[src/rtl/writeback_stage_if.sv]
// ============================================================================
// Module      : writeback_stage_if
// Description : Retire/memory-response/register-file bundle for writeback_stage.
// Revision    : 1.0  initial release
// ============================================================================
`default_nettype none

interface writeback_stage_if #(
  parameter int XLEN = 32
) ();
  logic            valid_i;
  logic            ready_o;
  logic            reg_write_i;
  logic [4:0]      rd_i;
  logic [1:0]      wb_sel_i;
  logic [XLEN-1:0] alu_result_i;
  logic [XLEN-1:0] pc_i;
  logic [2:0]      funct3_i;
  logic            mem_rvalid_i;
  logic [XLEN-1:0] mem_rdata_i;
  logic            reg_write_o;
  logic [4:0]      wr_register_o;
  logic [XLEN-1:0] wr_data_o;
  logic            err_misalign_o;
  logic            err_timeout_o;

  modport slave (
    input  valid_i, reg_write_i, rd_i, wb_sel_i, alu_result_i, pc_i, funct3_i,
           mem_rvalid_i, mem_rdata_i,
    output ready_o, reg_write_o, wr_register_o, wr_data_o, err_misalign_o, err_timeout_o
  );

  modport master (
    output valid_i, reg_write_i, rd_i, wb_sel_i, alu_result_i, pc_i, funct3_i,
           mem_rvalid_i, mem_rdata_i,
    input  ready_o, reg_write_o, wr_register_o, wr_data_o, err_misalign_o, err_timeout_o
  );
endinterface

`default_nettype wire

[src/rtl/writeback_stage.sv]
// ============================================================================
// Module      : writeback_stage
// Description : Final pipeline stage; selects ALU / PC+4 / extended load data
//               and issues a single-cycle register-file write per instruction.
// Revision    : 1.0  initial release
// ============================================================================
`default_nettype none

module writeback_stage #(
  parameter int XLEN        = 32,
  parameter int MEM_TIMEOUT = 16
) (
  input  logic               clock_i,
  input  logic               reset_i,
  writeback_stage_if.slave   bus
);

  localparam int c_CW = (MEM_TIMEOUT > 1) ? $clog2(MEM_TIMEOUT) : 1;
  localparam logic [c_CW-1:0] c_CNT_LAST = c_CW'(MEM_TIMEOUT - 1);

  typedef enum logic [1:0] {
    S_IDLE     = 2'd0,
    S_WAIT_MEM = 2'd1,
    S_WRITE    = 2'd2
  } state_t;

  state_t          r_state;
  state_t          w_state_nxt;
  logic [c_CW-1:0] r_cnt;
  logic [c_CW-1:0] w_cnt_nxt;
  logic            r_err_misalign;
  logic            r_err_timeout;
  logic            w_err_misalign_nxt;
  logic            w_err_timeout_nxt;

  logic [4:0]      r_rd;
  logic            r_reg_write;
  logic [2:0]      r_funct3;
  logic [1:0]      r_addr_lo;
  logic [XLEN-1:0] r_result;

  logic            w_ready;
  logic            w_accept;
  logic            w_is_load;
  logic            w_misalign;
  logic [7:0]      w_byte;
  logic [15:0]     w_half;
  logic [XLEN-1:0] w_load_data;
  logic [XLEN-1:0] w_direct_data;

  assign w_ready   = (r_state == S_IDLE) || (r_state == S_WRITE);
  assign w_accept  = bus.valid_i && w_ready;
  assign w_is_load = (bus.wb_sel_i == 2'b01);

  // Width/alignment legality of an incoming load, decided on the address bits alone
  always_comb begin
    w_misalign = 1'b0;
    case (bus.funct3_i)
      3'b001, 3'b101:         w_misalign = bus.alu_result_i[0];
      3'b010:                 w_misalign = |bus.alu_result_i[1:0];
      3'b011, 3'b110, 3'b111: w_misalign = 1'b1;
      default:                w_misalign = 1'b0;
    endcase
  end

  assign w_direct_data = (bus.wb_sel_i == 2'b10) ? (bus.pc_i + XLEN'(4)) : bus.alu_result_i;

  assign w_byte = bus.mem_rdata_i[{r_addr_lo, 3'b000} +: 8];
  assign w_half = bus.mem_rdata_i[{r_addr_lo[1], 4'b0000} +: 16];

  always_comb begin
    w_load_data = bus.mem_rdata_i;
    case (r_funct3)
      3'b000:  w_load_data = {{(XLEN-8){w_byte[7]}}, w_byte};
      3'b100:  w_load_data = {{(XLEN-8){1'b0}}, w_byte};
      3'b001:  w_load_data = {{(XLEN-16){w_half[15]}}, w_half};
      3'b101:  w_load_data = {{(XLEN-16){1'b0}}, w_half};
      default: w_load_data = bus.mem_rdata_i;
    endcase
  end

  always_comb begin
    w_state_nxt        = r_state;
    w_cnt_nxt          = r_cnt;
    w_err_misalign_nxt = 1'b0;
    w_err_timeout_nxt  = 1'b0;
    case (r_state)
      S_IDLE, S_WRITE: begin
        if (w_accept) begin
          if (w_is_load && w_misalign) begin
            w_state_nxt        = S_IDLE;
            w_err_misalign_nxt = 1'b1;
          end else if (w_is_load) begin
            w_state_nxt = S_WAIT_MEM;
            w_cnt_nxt   = '0;
          end else begin
            w_state_nxt = S_WRITE;
          end
        end else begin
          w_state_nxt = S_IDLE;
        end
      end
      S_WAIT_MEM: begin
        // A response arriving on the final waiting edge still completes the load
        if (bus.mem_rvalid_i) begin
          w_state_nxt = S_WRITE;
        end else if (r_cnt == c_CNT_LAST) begin
          w_state_nxt       = S_IDLE;
          w_err_timeout_nxt = 1'b1;
        end else begin
          w_cnt_nxt = r_cnt + 1'b1;
        end
      end
      default: w_state_nxt = S_IDLE;
    endcase
  end

  always_ff @(posedge clock_i or posedge reset_i) begin
    if (reset_i) begin
      r_state        <= S_IDLE;
      r_cnt          <= '0;
      r_err_misalign <= 1'b0;
      r_err_timeout  <= 1'b0;
    end else begin
      r_state        <= w_state_nxt;
      r_cnt          <= w_cnt_nxt;
      r_err_misalign <= w_err_misalign_nxt;
      r_err_timeout  <= w_err_timeout_nxt;
    end
  end

  always_ff @(posedge clock_i or posedge reset_i) begin
    if (reset_i) begin
      r_rd        <= '0;
      r_reg_write <= 1'b0;
      r_funct3    <= '0;
      r_addr_lo   <= '0;
      r_result    <= '0;
    end else if (w_accept) begin
      r_rd        <= bus.rd_i;
      r_reg_write <= bus.reg_write_i;
      r_funct3    <= bus.funct3_i;
      r_addr_lo   <= bus.alu_result_i[1:0];
      if (!w_is_load) begin
        r_result <= w_direct_data;
      end
    end else if ((r_state == S_WAIT_MEM) && bus.mem_rvalid_i) begin
      r_result <= w_load_data;
    end
  end

  assign bus.ready_o        = w_ready;
  assign bus.reg_write_o    = (r_state == S_WRITE) && r_reg_write && (r_rd != 5'd0);
  assign bus.wr_register_o  = r_rd;
  assign bus.wr_data_o      = r_result;
  assign bus.err_misalign_o = r_err_misalign;
  assign bus.err_timeout_o  = r_err_timeout;

endmodule

`default_nettype wire

[src/flat_wrapper.sv]
// flat-port wrapper written by rule: the top's interface ports become plain ports
module writeback_stage_flat 
#(
  parameter int XLEN        = 32,
  parameter int MEM_TIMEOUT = 16
)
  (clock_i, reset_i, bus_valid_i, bus_reg_write_i, bus_rd_i, bus_wb_sel_i, bus_alu_result_i, bus_pc_i, bus_funct3_i, bus_mem_rvalid_i, bus_mem_rdata_i, bus_ready_o, bus_reg_write_o, bus_wr_register_o, bus_wr_data_o, bus_err_misalign_o, bus_err_timeout_o);
  writeback_stage_if #(.XLEN(XLEN)) bus_i ();
  input  logic clock_i;
  input  logic reset_i;
  input wire logic [$bits(bus_i.valid_i)-1:0] bus_valid_i;
  input wire logic [$bits(bus_i.reg_write_i)-1:0] bus_reg_write_i;
  input wire logic [$bits(bus_i.rd_i)-1:0] bus_rd_i;
  input wire logic [$bits(bus_i.wb_sel_i)-1:0] bus_wb_sel_i;
  input wire logic [$bits(bus_i.alu_result_i)-1:0] bus_alu_result_i;
  input wire logic [$bits(bus_i.pc_i)-1:0] bus_pc_i;
  input wire logic [$bits(bus_i.funct3_i)-1:0] bus_funct3_i;
  input wire logic [$bits(bus_i.mem_rvalid_i)-1:0] bus_mem_rvalid_i;
  input wire logic [$bits(bus_i.mem_rdata_i)-1:0] bus_mem_rdata_i;
  output wire logic [$bits(bus_i.ready_o)-1:0] bus_ready_o;
  output wire logic [$bits(bus_i.reg_write_o)-1:0] bus_reg_write_o;
  output wire logic [$bits(bus_i.wr_register_o)-1:0] bus_wr_register_o;
  output wire logic [$bits(bus_i.wr_data_o)-1:0] bus_wr_data_o;
  output wire logic [$bits(bus_i.err_misalign_o)-1:0] bus_err_misalign_o;
  output wire logic [$bits(bus_i.err_timeout_o)-1:0] bus_err_timeout_o;
  assign bus_i.valid_i = bus_valid_i;
  assign bus_i.reg_write_i = bus_reg_write_i;
  assign bus_i.rd_i = bus_rd_i;
  assign bus_i.wb_sel_i = bus_wb_sel_i;
  assign bus_i.alu_result_i = bus_alu_result_i;
  assign bus_i.pc_i = bus_pc_i;
  assign bus_i.funct3_i = bus_funct3_i;
  assign bus_i.mem_rvalid_i = bus_mem_rvalid_i;
  assign bus_i.mem_rdata_i = bus_mem_rdata_i;
  assign bus_ready_o = bus_i.ready_o;
  assign bus_reg_write_o = bus_i.reg_write_o;
  assign bus_wr_register_o = bus_i.wr_register_o;
  assign bus_wr_data_o = bus_i.wr_data_o;
  assign bus_err_misalign_o = bus_i.err_misalign_o;
  assign bus_err_timeout_o = bus_i.err_timeout_o;
  writeback_stage #(.XLEN(XLEN), .MEM_TIMEOUT(MEM_TIMEOUT)) u_core (.clock_i(clock_i), .reset_i(reset_i), .bus(bus_i));
endmodule
[config.mk]
export PLATFORM = sky130hd
export DESIGN_NAME = writeback_stage_flat
export DESIGN_NICKNAME = d
export VERILOG_FILES = /design/src/rtl/writeback_stage_if.sv /design/src/rtl/writeback_stage.sv /design/src/flat_wrapper.sv
export SDC_FILE = /design/constraint.sdc
export NUM_CORES = 1
export LEC_CHECK = 0
export CELL_PAD_IN_SITES_DETAIL_PLACEMENT = 0
export CELL_PAD_IN_SITES_GLOBAL_PLACEMENT = 2
export CORE_ASPECT_RATIO = 0.7
export CORE_MARGIN = 5
export CORE_UTILIZATION = 25
export CTS_BUF_LIST = sky130_fd_sc_hd__clkbuf_16
export DETAILED_ROUTE_END_ITERATION = 16
export GPL_ROUTABILITY_DRIVEN = 1
export PLACE_DENSITY_LB_ADDON = 0.1
export RECOVER_POWER = 50
export SKIP_CTS_REPAIR_TIMING = 1
export SYNTH_ARGS = -nofsm -noshare
export SYNTH_HDL_FRONTEND = slang
export SYNTH_SLANG_ARGS = --single-unit
[constraint.sdc]
create_clock -name clock_i -period 2.86 [get_ports clock_i]
set_input_delay 0.429 -clock clock_i [delete_from_list [all_inputs] [get_ports clock_i]]
set_output_delay 0.429 -clock clock_i [all_outputs]
set_load 0.05 [all_outputs]
==> results of run 1 <==
per-stage QoR:
step,instance area [sq um],worst slack (ns)
2_1_floorplan,3630,0.892
3_3_place_gp,5530,0.206
3_5_place_dp,5530,0.186
4_1_cts,5670,0.212
5_1_grt,5660,0.112
6_report,5660,0.223
cell families (layout without fill, tap and decap cells):
kind of cell	Yosys count	after routing	synth area share, %
buffers and inverters	41	202	4.61
AO/OA/AOI/OAI	145	145	25.8
flip-flops	51	51	35.1
AND/OR/NAND/NOR	198	198	25.6
multiplexers	7	7	2.10
XOR/XNOR	24	24	5.78
adder cells (fa/ha/maj)	3	3	0.964
power groups by stage:
stage	Combinational (mW)	Sequential [mW]	Clock, mW
after floorplan	0.374	1.28	0
after CTS	1.30	0.935	0.613
after global routing	1.38	0.951	0.636
after detailed placement	1.30	0.946	0
after global placement	1.30	0.948	0
final	1.29	0.936	0.602
metal layers:
| layer | share of wire, % | vias to the layer above | track usage [%] | routed length, um |
|---|---|---|---|---|
| met2 | 43 | 151 | 27.5 | 7050 |
| li1 | - | 2026 | - | - |
| met5 | 0 | - | 0 | 0 |
| met1 | 50 | 2009 | 28.9 | 8180 |
| met3 | 6.9 | 9 | 4.21 | 1140 |
| met4 | 0.75 | 0 | 2.82 | 124 |
how the worst min path moves through the flow:
stage          slack [ns]            endpoint  cells past startpoint               start
6_report             0.49  u_core.r_reg_write                      2  u_core.r_reg_write
5_1_grt              0.52  u_core.r_reg_write                      2  u_core.r_reg_write
4_1_cts              0.49  u_core.r_reg_write                      2  u_core.r_reg_write
3_5_place_dp         0.47  u_core.r_reg_write                      2  u_core.r_reg_write
3_3_place_gp         0.47  u_core.r_reg_write                      2  u_core.r_reg_write
2_1_floorplan        0.45  u_core.r_reg_write                      2  u_core.r_reg_write
registers in the layout, indices dropped and copies added, names as in the netlist, 2 cells and up:
signal / count
u_core.r_funct3: 3
u_core.r_cnt: 4
u_core.bus.wr_register_o: 5
u_core.r_addr_lo: 2
u_core.r_state: 2
u_core.bus.wr_data_o: 32
cells in the final DEF, fill, tap and decap left out, types with 4 or more instances in the layout:
cell and count:
a21o_1 5, a21oi_1 39, a221oi_1 7, a22o_1 5, a31oi_1 17, and3_1 6, and4_1 4, buf_4 24
clkbuf_16 5, clkdlybuf4s50_1 146, dfrtp_1 51, dlygate4sd3_1 5, inv_1 13, mux2_2 5, nand2_1 80, nand3_1 15
nand4_1 6, nor2_1 50, nor2b_1 4, nor3_1 12, o21ai_0 32, o221ai_1 7, o22ai_1 9, xnor2_1 10
xor2_1 14
final cells by class:
class / count / area [sq um] / share of cell area, %
timing repair buffer: 180 / 1760 / 31.1
tap: 190 / 238 / 4.20
clock buffer: 5 / 125 / 2.21
sequential: 51 / 1280 / 22.6
multi-input combinational: 377 / 2190 / 38.8
clock inverter: 3 / 15.0 / 0.265
inverter: 14 / 52.6 / 0.929
worst max-delay path: stages, from the launching register on:
cell and delay [ns]:
dfrtp_1 0.40, or4_1 0.57, o2111a_1 0.25, clkdlybuf4s50_1 0.69
cells in the mapped netlist, drive strengths merged (4+ instances only):
cell    number  share of area (%)
a221oi       7                1.7
or4          4               0.93
nor2        50                5.2
clkbuf      22                2.3
nand2       81                8.4
o22ai        9                1.5
a21o         5                1.0
xor2        14                3.4
and3         6                1.0
a21oi       39                5.4
nor3        14                2.4
mux2         5                1.5
dfrtp       51                 35
nor2b        5               0.86
inv         13                1.3
xnor2       10                2.4
o221ai       7                1.7
a31oi       17                2.9
nand4        6                1.0
buf          5               0.89
and4         4               0.96
nand3       16                2.3
a22o         5                1.2
o21ai       32                4.4
==> results.py, run 1 <==
metrics = {
    "status": {
        "status": "completed",
    },
    "cells_and_area": {
        "layout-drive-gt1-share_pct": 7.78,
        "fillers": 1455,
        "area_growth_syn_to_layout_pct": 55.7,
        "fin_cells": 820,
        "fin_nets": 742,
        "utilization_pct": 40.1,
        "n_antenna_cell": 0,
    },
    "drt": {
        "wl_per_cell_um": 20.1,
        "drt-total-wl_um": 16500,
        "first_iter_violations": 281,
        "viasPerCell": 5.12,
        "drc": 0,
        "antenna_left": 0,
        "vias": 4195,
        "drt-pass1-iter-count": 5,
    },
    "worst_setup_path": {
        "path_class": "flip-flop to output pin",
        "reg2reg_depth": 5,
        "cp_max_fo": 3,
        "cp_data_required_time_ns": 2.43,
        "worstReg2RegStart": "u_core.r_funct3[1]",
        "ff2ff_setup_slack_ns": 0.65,
        "worstPathArrival_ns": 2.21,
        "crit_path_end_kind": "output pin",
        "crit_start": "u_core.bus.wr_register_o[1]",
        "cp-start-kind": "flip-flop",
        "crit_path_end": "bus_reg_write_o",
        "timing.rr.end": "u_core.bus.wr_data_o[24]",
    },
    "sta": {
        "setup_viol": 0,
        "hold_viol": 0,
        "whs_ns": 0.487,
        "finalSetupTns_ns": 0,
        "grt_setup_unrepaired": "no",
        "worst_pin_slew_ns": 1.41,
        "finalCriticalPeriod_ns": 2.64,
        "period_share_pct": 92.2,
        "skew_ns": 0.00684,
        "max_slew_margin_pct": 6.02,
        "slew_violations": 0,
        "max_freq_mhz": 379,
    },
    "die": {
        "dieArea_sq_um": 17100,
        "die_w_um": 154,
        "die_y_um": 111,
        "start_util_pct": 25.8,
        "core_area_sq_um": 14100,
        "ioPinCount": 152,
        "rows": 36,
    },
    "cts": {
        "cts_root_buf": "clkbuf_16",
        "cts_max_level": 2,
        "cts_buffers": 5,
        "clockBufferDepth": 2,
        "clkLatencyLatePin_ns": 0.29,
        "cts_tree": "done",
        "cts.clk_slew.worst_paths_ns": 0.07,
        "cts_sinks": 51,
    },
    "pwr": {
        "swShare_pct": 41.2,
        "peakVddDrop_mv": 0.235,
        "clockPowerShare_pct": 21.3,
        "powerDensity_nw_per_um2": 500,
        "finalPower_mw": 2.83,
        "intPower_mw": 1.66,
        "p_leak_nw": 2.27,
        "p_switching_mw": 1.16,
        "power_frac_seq_pct": 33.1,
        "p_comb_share_pct": 45.6,
    },
    "logic_synthesis": {
        "synth.cell_area_sq_um": 3630,
        "netlist_instances": 469,
        "yosysWarningCount": 0,
        "ys_types": 59,
        "syn-num-nets": 582,
        "synth_area_per_cell_sq_um": 7.75,
        "synth_seq_cells": 51,
        "synth_edf_count": 0,
        "yosys_most_used_dff": "dfrtp_1",
        "async_reset_ff_share_pct": 100,
        "seq_area_frac_synth_pct": 35.1,
    },
    "run": {
        "drv_cap": 0,
    },
    "global_route": {
        "grt_pass1_wl_um": 25400,
        "antenna_found_initial": 0,
        "gr-total-overflow": 0,
        "grt_pass1_vias": 4198,
        "grt_use_total_pct": 18.9,
        "grt_max_degree": 35,
    },
    "placement": {
        "dp.cells": 812,
        "gp_congestion": 0.854,
        "dp_hpwl_um": 13100,
        "portBuffers": 151,
    },
    "hold_path": {
        "hp-class": "flip-flop to flip-flop",
    },
}
(Power assumes the default switching activity.)
==> run 2, diff against run 1 <==
PLACE_DENSITY_LB_ADDON = 0.15   (was 0.1)
==> run 2 against run 1 <==
Effect of this change: cell count increased by 0.37%; power rose by 2.9%; critical endpoint unchanged; largest power group unchanged; sequential power barely moved; die area unchanged; clock-buffer cell count stayed put; core utilization increased by 0.26 points; sequential cell count is the same; worst hold slack improved by 0.026 ns.
==> results.py, run 2 (synthesis gave the netlist of run 1 again) <==
metrics = {
    "pwr": {
        "peakVddDrop_mv": 0.273,
        "intPower_mw": 1.75,
        "p_switching_mw": 1.16,
        "power_frac_seq_pct": 32.2,
        "powerDensity_nw_per_um2": 511,
        "p_comb_share_pct": 44.2,
        "clockPowerShare_pct": 23.5,
        "p_leak_nw": 2.31,
        "swShare_pct": 39.9,
    },
    "drt": {
        "vias": 4193,
        "first_iter_violations": 310,
        "drc": 0,
        "viasPerCell": 5.09,
        "wl_per_cell_um": 20.1,
        "drt-pass1-iter-count": 5,
        "drt-total-wl_um": 16600,
        "antenna_left": 0,
    },
    "placement": {
        "placed_area_sq_um": 5560,
        "dp.cells": 816,
        "gp_congestion": 0.843,
        "portBuffers": 151,
        "dp_hpwl_um": 13100,
    },
    "worst_setup_path": {
        "cpPeakStageDelay_ns": 0.69,
        "reg2reg_depth": 5,
        "cpMaxStageDelayCell": "clkdlybuf4s50_1",
        "worstPathArrival_ns": 2.18,
        "crit_start": "u_core.bus.wr_register_o[1]",
        "cp_max_fo": 3,
        "cp-start-kind": "flip-flop",
        "cp_data_required_time_ns": 2.43,
        "crit_path_end_kind": "output pin",
        "crit_path_end": "bus_reg_write_o",
        "worstReg2RegStart": "u_core.r_funct3[0]",
        "path_cells": "or4_1 -> o2111a_1 -> clkdlybuf4s50_1",
        "path_class": "flip-flop to output pin",
        "timing.rr.end": "u_core.bus.wr_data_o[22]",
        "ff2ff_setup_slack_ns": 0.46,
    },
    "cts": {
        "cts.clk_slew.worst_paths_ns": 0.07,
        "cts_root_buf": "clkbuf_16",
        "cts_tree": "done",
        "cts_sinks": 51,
        "cts_buffers": 5,
        "cts_max_level": 2,
        "clkLatencyLatePin_ns": 0.29,
        "clockBufferDepth": 2,
    },
    "sta": {
        "skew_ns": 0.00608,
        "slew_violations": 0,
        "worst_pin_slew_ns": 1.44,
        "hold_viol": 0,
        "max_freq_mhz": 383,
        "finalSetupTns_ns": 0,
        "finalCriticalPeriod_ns": 2.61,
        "setup_viol": 0,
        "period_share_pct": 91.4,
        "grt_setup_unrepaired": "no",
        "max_slew_margin_pct": 3.90,
    },
    "global_route": {
        "gr-total-overflow": 0,
        "grt_pass1_vias": 4294,
        "grt_pass1_wl_um": 25100,
        "antenna_found_initial": 1,
        "grt_max_degree": 38,
        "grt_use_total_pct": 18.8,
    },
    "die": {
        "die_w_um": 154,
        "rows": 36,
        "die_y_um": 111,
        "core_area_sq_um": 14100,
        "start_util_pct": 25.8,
        "dieArea_sq_um": 17100,
        "ioPinCount": 152,
    },
    "cells_and_area": {
        "largest_reg_flops": 32,
        "layout-drive-gt1-share_pct": 8.37,
        "design_area_sq_um": 5700,
        "fin_cells": 823,
        "multiInputGateArea_sq_um": 2190,
        "mostFrequentLayoutCells": "clkdlybuf4s50_1 (144), nand2_1 (80), dfrtp_1 (51)",
        "fillers": 1488,
        "n_antenna_cell": 0,
        "fin_nets": 746,
        "layout_commonest_cell": "clkdlybuf4s50_1",
        "seqCellArea_sq_um": 1280,
        "area_growth_syn_to_layout_pct": 56.7,
    },
    "status": {
        "status": "completed",
    },
    "hold_path": {
        "hp-class": "flip-flop to flip-flop",
    },
    "run": {
        "drv_cap": 0,
    },
}
## run 2: per-layer routing
layer / track usage [%] / share of wire [%] / vias to the layer above
li1: - / - / 2032
met4: 2.71 / 0.70 / 2
met3: 3.90 / 6.7 / 16
met1: 28.5 / 50 / 2008
met2: 27.9 / 43 / 135
met5: 0 / 0.042 / -
## run 2: through the flow
step | total power [mW] | hold WS (ns) | setup WS (ns) | utilization [%]
floorplan | 1.65 | 0.446 | 0.892 | -
global placement | 2.24 | 0.463 | 0.122 | 39.4
detailed placement | 2.25 | 0.490 | 0.122 | 39.4
CTS | 2.94 | 0.408 | 0.228 | 40.6
global route | 3.05 | 0.526 | 0.112 | 40.4
finish | 2.91 | 0.513 | 0.247 | 40.4
## run 2: how the worst min path moves through the flow
stage	startpoint	to	slack, ns	depth (start not counted)
2_1_floorplan	u_core.r_reg_write	u_core.r_reg_write	0.45	2
3_3_place_gp	u_core.r_reg_write	u_core.r_reg_write	0.46	2
3_5_place_dp	u_core.bus.wr_register_o[2]	u_core.bus.wr_register_o[2]	0.49	2
4_1_cts	reset_i	u_core.bus.wr_data_o[10]	0.41	2
5_1_grt	u_core.bus.wr_register_o[2]	u_core.bus.wr_register_o[2]	0.53	2
6_report	u_core.r_reg_write	u_core.r_reg_write	0.51	2
## run 2: final cells by class
type	instances	share of cell area, %
clock buffers	5	2.20
clock inverters	2	0.593
inverters	14	0.923
multi-input cells	377	38.5
flip-flops and latches	51	22.4
well taps	190	4.17
repair buffers	184	31.2
## run 2: power by group through the flow
| stage | combinational, mW | clock [mW] | sequential, mW |
|---|---|---|---|
| 2_1_floorplan | 0.374 | 0 | 1.28 |
| 3_3_place_gp | 1.30 | 0 | 0.948 |
| 3_5_place_dp | 1.30 | 0 | 0.951 |
| 4_1_cts | 1.30 | 0.699 | 0.940 |
| 5_1_grt | 1.37 | 0.728 | 0.956 |
| 6_report | 1.29 | 0.685 | 0.938 |
## run 2: worst max-delay path, delay by kind of cell, from the launching register on
kind,cells,cell delay (ns)
buffers and inverters,1,0.69
and+or+nand+nor,1,0.56
DFF,1,0.40
AOI/OAI and AO/OA,1,0.25
==> run 3, diff against run 2 <==
MAX_ROUTING_LAYER = met4   (was unset)
==> run 3 against run 2 <==
Effect of this change: die area did not move; core utilization barely moved; combinational power barely moved.
==> results.py, run 3 (synthesis gave the netlist of run 1 again) <==
metrics = {
    "sta": {
        "max_freq_mhz": 384,
        "slew_violations": 0,
        "worst_pin_slew_ns": 1.46,
        "period_share_pct": 91.1,
        "whs_ns": 0.513,
        "finalSetupTns_ns": 0,
        "hold_viol": 0,
        "skew_ns": 0.00677,
        "layout_setup_ws_ns": 0.254,
        "finalCriticalPeriod_ns": 2.61,
        "grt_setup_unrepaired": "no",
        "max_slew_margin_pct": 2.88,
        "setup_viol": 0,
    },
    "cts": {
        "cts_root_buf": "clkbuf_16",
        "cts_buffers": 5,
        "clockBufferDepth": 2,
        "cts_sinks": 51,
        "cts.clk_slew.worst_paths_ns": 0.07,
        "cts_max_level": 2,
        "cts_tree": "done",
        "clkLatencyLatePin_ns": 0.30,
    },
    "global_route": {
        "grt_pass1_vias": 4293,
        "grt_use_total_pct": 19.3,
        "grt_pass1_wl_um": 25100,
        "grt_max_degree": 38,
        "gr-total-overflow": 0,
        "antenna_found_initial": 1,
    },
    "drt": {
        "vias": 4197,
        "drt-total-wl_um": 16600,
        "antenna_left": 0,
        "first_iter_violations": 275,
        "drc": 0,
        "wl_per_cell_um": 20.1,
        "drt-pass1-iter-count": 5,
        "viasPerCell": 5.09,
    },
    "pwr": {
        "peakVddDrop_mv": 0.273,
        "powerDensity_nw_per_um2": 511,
        "finalPower_mw": 2.91,
        "p_leak_nw": 2.31,
    },
    "cells_and_area": {
        "area_growth_syn_to_layout_pct": 56.8,
        "mostFrequentLayoutCells": "clkdlybuf4s50_1 (144), nand2_1 (80), dfrtp_1 (51)",
        "largest_reg_flops": 32,
        "layout_commonest_cell": "clkdlybuf4s50_1",
        "layout-drive-gt1-share_pct": 8.37,
        "fin_nets": 746,
    },
    "worst_setup_path": {
        "cpMaxStageDelayCell": "clkdlybuf4s50_1",
        "cp-start-kind": "flip-flop",
        "cp_max_fo": 3,
        "crit_family": "buffers and inverters",
        "cp_data_required_time_ns": 2.43,
        "worstPathArrival_ns": 2.18,
        "timing.rr.end": "u_core.bus.wr_data_o[22]",
        "path_cells": "or4_1 -> o2111a_1 -> clkdlybuf4s50_1",
        "crit_path_end_kind": "output pin",
        "cp_num_buf_inv": 1,
        "reg2reg_depth": 5,
        "ff2ff_setup_slack_ns": 0.46,
        "cpPeakStageDelay_ns": 0.69,
        "worstReg2RegStart": "u_core.r_funct3[0]",
        "path_class": "flip-flop to output pin",
    },
    "die": {
        "core_area_sq_um": 14100,
        "rows": 36,
        "dieArea_sq_um": 17100,
        "die_y_um": 111,
        "start_util_pct": 25.8,
        "ioPinCount": 152,
        "die_w_um": 154,
    },
    "placement": {
        "dp_hpwl_um": 13100,
        "gp_congestion": 0.856,
        "dp_worst_setup_slack_ns": 0.122,
        "portBuffers": 151,
    },
    "run": {
        "drv_cap": 0,
    },
    "status": {
        "status": "completed",
    },
    "hold_path": {
        "hp-class": "flip-flop to flip-flop",
        "hold_path_end": "u_core.r_reg_write",
        "hold_depth": 2,
        "holdCritStartpoint": "u_core.r_reg_write",
    },
}
==> run 3: layer usage <==
| layer | vias up | part of all wire, % | global-route usage, % |
|---|---|---|---|
| li1 | 2034 | - | - |
| met1 | 2035 | 50 | 28.7 |
| met2 | 118 | 43 | 27.8 |
| met3 | 10 | 5.9 | 3.67 |
| met4 | 0 | 0.68 | 2.71 |
| met5 | - | 0 | - |
==> run 3: power breakdown <==
group	internal, mW	total (mW)	switching (mW)
clock network	0.406	0.686	0.280
logic	0.505	1.29	0.783
registers	0.839	0.938	0.0987
total	1.75	2.91	1.16
==> run 3: worst max path at each step <==
stage | from | endpoint | slack, ns | cells past startpoint
2_1_floorplan | u_core.bus.wr_register_o[1] | bus_reg_write_o | 0.89 | 2
3_3_place_gp | bus_pc_i[13] | u_core.bus.wr_data_o[21] | 0.12 | 7
3_5_place_dp | bus_pc_i[13] | u_core.bus.wr_data_o[21] | 0.12 | 7
4_1_cts | u_core.bus.wr_register_o[1] | bus_reg_write_o | 0.23 | 3
5_1_grt | reset_i | u_core.bus.wr_data_o[21] | 0.11 | 3
6_report | u_core.bus.wr_register_o[1] | bus_reg_write_o | 0.25 | 3
==> run 3: worst register-to-register path, cell delays in order, from the launching register on <==
cell and delay [ns]:
dfrtp_1 0.60, or4_4 0.62, a2111o_1 0.42, nand2_2 0.33
a221oi_1 0.11, o21ai_0 0.23
==> run 3: area by class of cell <==
| cell class | instances | area, sq um |
|---|---|---|
| clock buffers | 5 | 125 |
| well taps | 190 | 238 |
| flip-flops and latches | 51 | 1280 |
| clock inverters | 2 | 33.8 |
| multi-input cells | 377 | 2190 |
| inverters | 14 | 52.6 |
| repair buffers | 184 | 1780 |
| diodes | 1 | 2.50 |
| fillers | 1487 | 8400 |
==> run 3: through the flow <==
stage	util, %	cell area, sq um	std cells
floorplan	-	3630	469
global placement	39.4	5560	816
detailed placement	39.4	5560	816
CTS	40.6	5720	823
global route	40.4	5700	824
finish	40.4	5700	824
==> RTL edit (settings of run 3) <==
The 3 states of `state_t` get a one-hot encoding in 3 bits.
--- a/src/rtl/writeback_stage.sv
+++ b/src/rtl/writeback_stage.sv
@@ -18,10 +18,10 @@
   localparam int c_CW = (MEM_TIMEOUT > 1) ? $clog2(MEM_TIMEOUT) : 1;
   localparam logic [c_CW-1:0] c_CNT_LAST = c_CW'(MEM_TIMEOUT - 1);
 
-  typedef enum logic [1:0] {
-    S_IDLE     = 2'd0,
-    S_WAIT_MEM = 2'd1,
-    S_WRITE    = 2'd2
+  typedef enum logic [2:0] {
+    S_IDLE     = 3'b001,
+    S_WAIT_MEM = 3'b010,
+    S_WRITE    = 3'b100
   } state_t;
 
   state_t          r_state;
Formal check against the unedited RTL: no difference found for any inputs over 10 cycles, from zero or initial values and one cycle with reset_i high; not proved beyond that.
==> RTL edit against run 3 <==
The flow now finishes with violations (capacitance limit, slew limit). Utilization down 1.8 points. Final cell count up 4.1%. Design area grew 5.0%. Routed wire length grew 10%. Sequential cell count rose by 1. Worst setup slack got worse by 46 ps. Area after synthesis grew 8.4%. Highest routed layer unchanged.
Power is not compared: it rests on default switching activity, and its combinational part moved more than twofold at a synthesized area within 25%.
==> RTL edit: results (changes against run 3) <==
MET2WIRELENGTH_MM=7.68  # was 7.14 mm
DRIVE_GT1_FRAC=0.0881  # was 0.0837
GR-USAGE-MET1=0.309  # was 0.287
TOTALWIRELENGTH_MM=18.3  # was 16.6 mm
ANTENNA_FOUND_INITIAL=0  # was 1
LEADING_CELL_TYPES_BY_TOTAL_AREA_AFTER_SYNTHESIS='sky130_fd_sc_hd__dfrtp_1, sky130_fd_sc_hd__nand2_1, sky130_fd_sc_hd__nor2_1'  # was sky130_fd_sc_hd__dfrtp_1, sky130_fd_sc_hd__nand2_1, sky130_fd_sc_hd__a21oi_1
SEQ_AREA_FRAC_SYNTH=0.331  # was 0.351
FAILED_CHECKS='capacitance limit, slew limit'
LAYOUTNONFILLERINSTCOUNT=858  # was 824
GRT_UTIL_MET2=0.278  # about the same
POSTSYNTHAREAPERCELL_UM2=7.88  # was 7.75 um^2
NUM_VIAS=4548  # was 4197
CRIT_FAMILY='simple AND/OR/NAND/NOR gates'  # was buffers and inverters
SYNTH.DISTINCT_CELLS=68  # was 59
TIMING_MAX_TRANSITION_VIOLATIONS_FINAL=40  # was 0
DETAILEDPLACEMENTHPWL_MM=14.4  # was 13.1 mm
POST-PLACE-CELLS=850  # was 816
GROUTE.USAGE.OVERALL=0.200  # was 0.193
ANTENNA_CELLS_INSERTED=0  # was 1
NET_COUNT_OF_THE_MAPPED_NETLIST=613  # was 582
CLOCK_SKEW_PS=3.16  # was 6.77 ps
FIN_NETS=770  # was 746
GLOBALROUTEMET3UTIL=0.0337  # was 0.0367
CRIT_ARRIVAL_PS=2220  # was 2180 ps
GRT_MAX_DEGREE=42  # was 38
REL_SLEW_SLACK=-0.118  # was 0.0288
WIRE_LENGTH_OF_THE_FIRST_GLOBAL_ROUTING_PASS_MM=27.7  # was 25.1 mm
OUTCOME='finished, violations left'  # was complete, no violations
TIMING.CRITICAL_PATH.SLOWEST_CELL_DELAY_PS=710  # was 690 ps
PLACED_CELL_AREA_UM2=5830  # was 5560 um^2
DP_WORST_SETUP_SLACK_PS=173  # was 122 ps
MAX_FREQ_MHz=377  # was 384 MHz
GRT_PASS1_VIAS=4634  # was 4293
PLACE.GP.CONGESTION=0.900  # was 0.856
MAXCAPVIOLATIONS=1  # was 0
SYNTH.CELLS.MOST_FREQUENT='sky130_fd_sc_hd__nand2_1, sky130_fd_sc_hd__nor2_1, sky130_fd_sc_hd__dfrtp_1'  # was sky130_fd_sc_hd__nand2_1, sky130_fd_sc_hd__dfrtp_1, sky130_fd_sc_hd__nor2_1
==> RTL edit: cell count changes after synthesis, moves of 5 or more <==
cell	change
sky130_fd_sc_hd__xor2_1	-6
sky130_fd_sc_hd__o2bb2ai_1	+7
sky130_fd_sc_hd__o21ai_0	-5
sky130_fd_sc_hd__nand4_1	+10
sky130_fd_sc_hd__a221oi_1	-6
sky130_fd_sc_hd__nor4_1	+11
sky130_fd_sc_hd__a21oi_1	-11
sky130_fd_sc_hd__a211oi_1	+5
sky130_fd_sc_hd__o21a_1	+5
sky130_fd_sc_hd__a31oi_1	-7
sky130_fd_sc_hd__nand2_1	-7
==> RTL edit: cells by family after synthesis <==
logic type               Yosys count  share of synthesized area
AO/OA/AOI/OAI                    152                      0.271
XOR/XNOR                          17                     0.0378
AND/OR/NAND/NOR                  226                      0.284
multiplexers                       9                     0.0276
flip-flops                        52                      0.331
adder cells (fa/ha/maj)            2                    0.00635
buffers and inverters             42                     0.0429
==> RTL edit: area by class of cell <==
class | count | area (um^2) | share of cell area
multi-input cells | 406 | 2470 | 0.413
repair buffers | 181 | 1750 | 0.293
flip-flops and latches | 52 | 1300 | 0.218
well taps | 200 | 250 | 0.0418
clock buffers | 5 | 125 | 0.0209
inverters | 11 | 41.3 | 0.00690
clock inverters | 3 | 38.8 | 0.00649
==> RTL edit: final timing paths <==
path	from	end	slack, ps	depth (start not counted)
setup reg to reg	u_core.r_state[0]	u_core.bus.wr_data_o[20]	470	8
max in group asynchronous	reset_i	u_core.bus.wr_data_o[8]	690	3
hold reg to reg	u_core.r_reg_write	u_core.r_reg_write	500	2
hold / removal	u_core.r_reg_write	u_core.r_reg_write	500	2
min in group asynchronous	reset_i	u_core.bus.wr_data_o[7]	1110	2
setup / recovery	u_core.bus.wr_register_o[0]	bus_reg_write_o	210	4
